===== src/rtl/ddc_fir_sched.sv =====
// ddc_fir_sched: time-shares one 2-channel FIR decimator between the DDC I and Q branches.
// Feeds each CIC pair as an I/Q beat pair, rounds the two results and emits one aligned output.
module ddc_fir_sched #(
    parameter int DW      = 16,
    parameter int FW      = 42,
    parameter int RND_MSB = 34,
    parameter int RND_LSB = 19,
    parameter int TMO     = 4095
) (
    input  logic          clk,
    input  logic          rst_n,
    input  logic          cic_doe_i,
    input  logic [DW-1:0] cic_dati_i,
    input  logic [DW-1:0] cic_datq_i,
    output logic          fir_sink_valid_o,
    output logic [DW-1:0] fir_sink_data_o,
    input  logic          fir_src_valid_i,
    input  logic [FW-1:0] fir_src_data_i,
    output logic          ddc_doe_o,
    output logic [DW-1:0] ddc_dati_o,
    output logic [DW-1:0] ddc_datq_o,
    output logic          busy_o,
    output logic [7:0]    ovf_cnt_o,
    output logic          tmo_err_o,
    input  logic          clr_err_i
);
    typedef enum logic [1:0] {IDLE, SEND_Q, WAIT_I, WAIT_Q} state_t;
    localparam logic [11:0] TMO_C = 12'(TMO);
    state_t        state_q, state_d;
    logic          sink_v_q, sink_v_d, buf_v_q, buf_v_d, doe_q, doe_d, busy_q, busy_d, tmo_q, tmo_d;
    logic [DW-1:0] sink_dat_q, sink_dat_d, qlat_q, qlat_d, buf_i_q, buf_i_d, buf_q_q, buf_q_d;
    logic [DW-1:0] res_i_q, res_i_d, dati_q, dati_d, datq_q, datq_d, rnd;
    logic [11:0]   timer_q, timer_d;
    logic [7:0]    ovf_q, ovf_d;
    logic          drop, timeout, unused_bits;
    // Round half up on the kept slice; wraps modulo 2^DW by design.
    assign rnd = fir_src_data_i[RND_MSB:RND_LSB] + DW'(fir_src_data_i[RND_LSB-1]);
    assign unused_bits = ^{fir_src_data_i[FW-1:RND_MSB+1], fir_src_data_i[RND_LSB-2:0]};
    always_comb begin
        state_d    = state_q;
        sink_v_d   = 1'b0;
        sink_dat_d = sink_dat_q;
        qlat_d     = qlat_q;
        buf_v_d    = buf_v_q;
        buf_i_d    = buf_i_q;
        buf_q_d    = buf_q_q;
        timer_d    = timer_q;
        res_i_d    = res_i_q;
        doe_d      = 1'b0;
        dati_d     = dati_q;
        datq_d     = datq_q;
        drop       = 1'b0;
        timeout    = 1'b0;
        case (state_q)
            IDLE: if (buf_v_q || cic_doe_i) begin
                state_d    = SEND_Q;
                sink_v_d   = 1'b1;
                sink_dat_d = buf_v_q ? buf_i_q : cic_dati_i;
                qlat_d     = buf_v_q ? buf_q_q : cic_datq_i;
                // A buffered pair goes first; a simultaneous new pair takes its slot.
                buf_v_d    = buf_v_q && cic_doe_i;
                buf_i_d    = cic_dati_i;
                buf_q_d    = cic_datq_i;
            end
            SEND_Q: begin
                state_d    = WAIT_I;
                sink_v_d   = 1'b1;
                sink_dat_d = qlat_q;
                timer_d    = '0;
            end
            default: begin
                timer_d = timer_q + 12'd1;
                if (timer_q == TMO_C) begin
                    timeout = 1'b1;
                    state_d = IDLE;
                end else if (fir_src_valid_i && state_q == WAIT_I) begin
                    res_i_d = rnd;
                    state_d = WAIT_Q;
                end else if (fir_src_valid_i) begin
                    doe_d   = 1'b1;
                    dati_d  = res_i_q;
                    datq_d  = rnd;
                    state_d = IDLE;
                end
            end
        endcase
        if (state_q != IDLE && cic_doe_i) begin
            if (buf_v_q) begin
                drop = 1'b1;
            end else begin
                buf_v_d = 1'b1;
                buf_i_d = cic_dati_i;
                buf_q_d = cic_datq_i;
            end
        end
        ovf_d  = clr_err_i ? 8'd0 : (drop && ovf_q != 8'hFF) ? ovf_q + 8'd1 : ovf_q;
        tmo_d  = clr_err_i ? 1'b0 : tmo_q | timeout;
        busy_d = state_d != IDLE;
    end
    always_ff @(posedge clk or negedge rst_n) begin
        if (!rst_n) begin
            state_q    <= IDLE;
            sink_v_q   <= 1'b0;
            sink_dat_q <= '0;
            qlat_q     <= '0;
            buf_v_q    <= 1'b0;
            buf_i_q    <= '0;
            buf_q_q    <= '0;
            timer_q    <= '0;
            res_i_q    <= '0;
            doe_q      <= 1'b0;
            dati_q     <= '0;
            datq_q     <= '0;
            busy_q     <= 1'b0;
            ovf_q      <= '0;
            tmo_q      <= 1'b0;
        end else begin
            state_q    <= state_d;
            sink_v_q   <= sink_v_d;
            sink_dat_q <= sink_dat_d;
            qlat_q     <= qlat_d;
            buf_v_q    <= buf_v_d;
            buf_i_q    <= buf_i_d;
            buf_q_q    <= buf_q_d;
            timer_q    <= timer_d;
            res_i_q    <= res_i_d;
            doe_q      <= doe_d;
            dati_q     <= dati_d;
            datq_q     <= datq_d;
            busy_q     <= busy_d;
            ovf_q      <= ovf_d;
            tmo_q      <= tmo_d;
        end
    end
    assign fir_sink_valid_o = sink_v_q;
    assign fir_sink_data_o  = sink_dat_q;
    assign ddc_doe_o        = doe_q;
    assign ddc_dati_o       = dati_q;
    assign ddc_datq_o       = datq_q;
    assign busy_o           = busy_q;
    assign ovf_cnt_o        = ovf_q;
    assign tmo_err_o        = tmo_q;
endmodule


===== config.mk =====
export PLATFORM = sky130hd
export DESIGN_NAME = ddc_fir_sched
export DESIGN_NICKNAME = d
export VERILOG_FILES = /design/src/rtl/ddc_fir_sched.sv
export SDC_FILE = /design/constraint.sdc
export NUM_CORES = 1
export LEC_CHECK = 0
export BUFFER_PORTS_ARGS = -buffer_cell sky130_fd_sc_hd__buf_2
export CORE_AREA = 2 2 128 118
export DETAILED_ROUTE_END_ITERATION = 7
export DIE_AREA = 0 0 130 120
export PLACE_DENSITY = 0.71
export SLEW_MARGIN = 10
export SYNTH_ARGS = -nofsm -noshare
export SYNTH_HDL_FRONTEND = slang
export SYNTH_SLANG_ARGS = --single-unit

===== constraint.sdc =====
create_clock -name clk -period 2.4 [get_ports clk]
set_input_delay 0.12 -clock clk [delete_from_list [all_inputs] [get_ports clk]]
set_output_delay 0.12 -clock clk [all_outputs]
set_load 0.01 [all_outputs]

==> results.md <==
- Outcome: completed
- Slowest-stage cell, CP: nor2_4
- CTS sink cnt: roughly 140
- Vias: about 4500
- Critical path, cell by cell: ha_1 > nand3_1 > o41ai_4 > nor2_4 > mux2_2
- CTS tree: done
- DP Cell Count: roughly 800
- Drt first pass iters: 4
- Sequential power share: 0.381
- RSZ-0062 raised after global routing: false
- H-tree level count: 4
- Skew-Pair Late Insertion Delay: between 0.4 and 0.5 ns
- Detailed Route WL: 13600 um
- Max_slew headroom: 0.498
- Crit path buf inv count: 0
- Crit path max-delay family: simple AND/OR/NAND/NOR gates
- Clk_skew: around 0.0052 ns
- Number of port buffers: about 110
- Net Sw Frac: 0.326
- Root buffer cell: clkbuf_16
- Share of cells above drive strength 1: 0.368
- Nets: between 700 and 800
- Critical Path RT: about 2.7 ns
- Synth warn: 0
- # rows: 42
- Synth top area share: 0.550
- Internal: about 7 mW
- Cts repair resizes: 0
- Hold Slack: about 0.041 ns
- Global-route usage over all layers: 0.183
- Min cycle time layout: ~2.0 ns
- Number of hold buffers added after CTS: 34
- LEAKAGE: between 3 and 4 nW
- Largest net degree at the start of global routing: 57
- Post-Syn Nets: 590
- Synth unique cells: 45
- Count of non-filler cells in the finished layout: roughly 870
- Setup_tns: 0 ns
- Core area: 14300 um2
- Post-CTS Setup Bufs: 0
- Slew of the pin with the lowest slew margin: about 0.75 ns
- Syn-to-layout area delta: 28.3%
- Slew Limit Fails: 0
- Congestion Overflow GR: 0
- Initial antenna violation count: 0
- HP Class: input port to register
- 1st-iter DRT viols: 274
- I/O pin cnt: between 100 and 150
- Cell Area, Synth: approximately 6300 um2
- Yosys top cell by area: dfrtp_1
- Gate power share: 0.365
- Slowest stage delay, CP: 0.55 ns
- Clock Pin Slew Worst Setup and Hold Paths: ~0.06 ns
- Die area: about 16000 um2
- Final period util: 0.852
- Top-count cell post-synth: dfrtp_1
- Post-Synthesis Cells: 507
- Net Switching: approximately 3.5 mW
- Vias in the first global route: roughly 4400
- Critical Path AT: between 2 and 2.5 ns
- Fmax: between 400 and 500 MHz
- Crit path kind: register to register
- Ant diodes: 0
- Final ANT Viol Nets: 0
- Gpl congestion: around 0.81
- Post-route DRC: 0
- Syn Area/Cell: around 12 um2
- Post-synthesis sequential area ratio: 0.550
- Worst Path Max Fanout: 16
- Final Util: 0.565
- CTS buffer count: 17
- Final setup violation count: 0
- Drt wl/cell: 15.6 um
- Chip Height: around 120 um
- Overall power: about 11 mW
- Max-cap violations: 0
- Largest cells by area after synthesis: dfrtp_1 55%, mux2_4 8.8%, mux2_2 7.5%, mux2i_1 5.5%, o21ai_0 2.8%
- Post-DP HPWL: about 9400 um
- Crit. End Element: register
- #FFs+latches synth: 139
- Initial Utilization: 0.441
- Post-synth top flop: dfrtp_1
- Ys async rst share: 1.00
- Synth cell count leaders: 139 x dfrtp_1, 42 x mux2_2, 41 x nand2_1, 37 x mux2_4
- Clock Tree Buf Depth: 2
- Final hold viol count: 0
- Number of flops mapped to enable cells by yosys: 0
- Clock network power share: 0.254
- First-pass GRT wire length: 22100 um
- Worst vdd ir: just over 0.6 mV
- Pwr Density: ~1300 nW/um2
- DR vias/cell: between 5 and 6
- Startpoint Class: register
- Die W: between 100 and 150 um
==> power by group through the flow <==
stage	clock network, mW	registers [mW]	logic (mW)
4_1_cts	2.76	4.04	3.91
3_5_place_dp	0	4.07	3.84
3_3_place_gp	0	4.00	3.72
2_1_floorplan	0	4.10	2.60
5_1_grt	2.87	4.17	4.22
6_report	2.69	4.05	3.88
==> per-stage QoR <==
step | instance area, um2 | setup WS, ns
after floorplan | 6320 | 0.559
after global placement | 7150 | 0.428
after detailed placement | 7150 | 0.366
after CTS | 8110 | 0.347
after global routing | 8110 | 0.235
final | 8110 | 0.354
==> worst reg2reg max path, cell delays in order (launching register included) <==
cell and delay (ns):
dfrtp_1 0.40, ha_1 0.26, nand3_1 0.17, o41ai_4 0.13, nor2_4 0.55, mux2_2 0.42
==> state kept, by name, summed over array words and instances, names as in the netlist <==
| register | count |
|---|---|
| state_q | 2 |
| buf_q_q | 16 |
| tmo_err_o | 1 |
| fir_sink_valid_o | 1 |
| qlat_q | 16 |
| buf_i_q | 16 |
| res_i_q | 16 |
| ddc_doe_o | 1 |
| ovf_cnt_o | 8 |
| ddc_datq_o | 16 |
| busy_o | 1 |
| timer_q | 12 |
| fir_sink_data_o | 16 |
| buf_v_q | 1 |
| ddc_dati_o | 16 |
==> area by class of cell <==
type                            count  area [um2]
Sequential cell                   139        3480
Timing Repair Buffer              160        1030
Inverter                            7        26.3
Clock inverter                     13         164
Multi-Input combinational cell    335        2710
Tap cell                          198         248
Clock buffer                       19         453
Fill cell                        1189        6230
==> path summary, 6_finish.rpt <==
check | start | endpoint | slack, ns | cells past startpoint
setup / recovery | timer_q[0]$_DFFE_PN0N_ | res_i_q[2]$_DFFE_PN0P_ | 0.35 | 5
hold / removal | fir_src_valid_i | state_q[0]$_DFF_PN0_ | 0.04 | 3
setup reg to reg | timer_q[0]$_DFFE_PN0N_ | res_i_q[2]$_DFFE_PN0P_ | 0.35 | 5
hold reg to reg | fir_sink_data_o[3]$_DFFE_PN0P_ | fir_sink_data_o[3]$_DFFE_PN0P_ | 0.47 | 2
max in group asynchronous | rst_n | res_i_q[8]$_DFFE_PN0P_ | 1.50 | 3
min in group asynchronous | rst_n | ddc_datq_o[5]$_DFFE_PN0P_ | 0.24 | 2
==> logic make-up after synthesis <==
family	synth area share
flip-flops	0.550
AND/OR/NAND/NOR	0.0889
multiplexers	0.218
AO/OA/AOI/OAI	0.0816
buffers and inverters	0.0255
XOR/XNOR	0.0277
adder cells (fa/ha/maj)	0.00792
==> routing by layer <==
metal  global-route usage  vias up  part of all wire
met1                0.242     2200              0.45
met5                    0        -                 0
met3               0.0517       30             0.035
li1                     -     2135                 -
met4               0.0766        0             0.028
met2                0.282       86              0.48
==> cells in the final DEF, fill, tap and decap left out, types with 14 or more instances in the layout <==
| cell type | count |
|---|---|
| dfrtp_1 | 138 |
| buf_2 | 112 |
| mux2_2 | 42 |
| nand2_1 | 41 |
| mux2_4 | 37 |
| o21ai_0 | 35 |
| mux2i_1 | 34 |
| dlygate4sd3_1 | 34 |
| nor2_1 | 25 |
| a21oi_1 | 18 |
| clkbuf_16 | 17 |
| nand3_1 | 15 |
| xnor2_1 | 14 |
No activity file was read; power rests on OpenSTA's default activity.
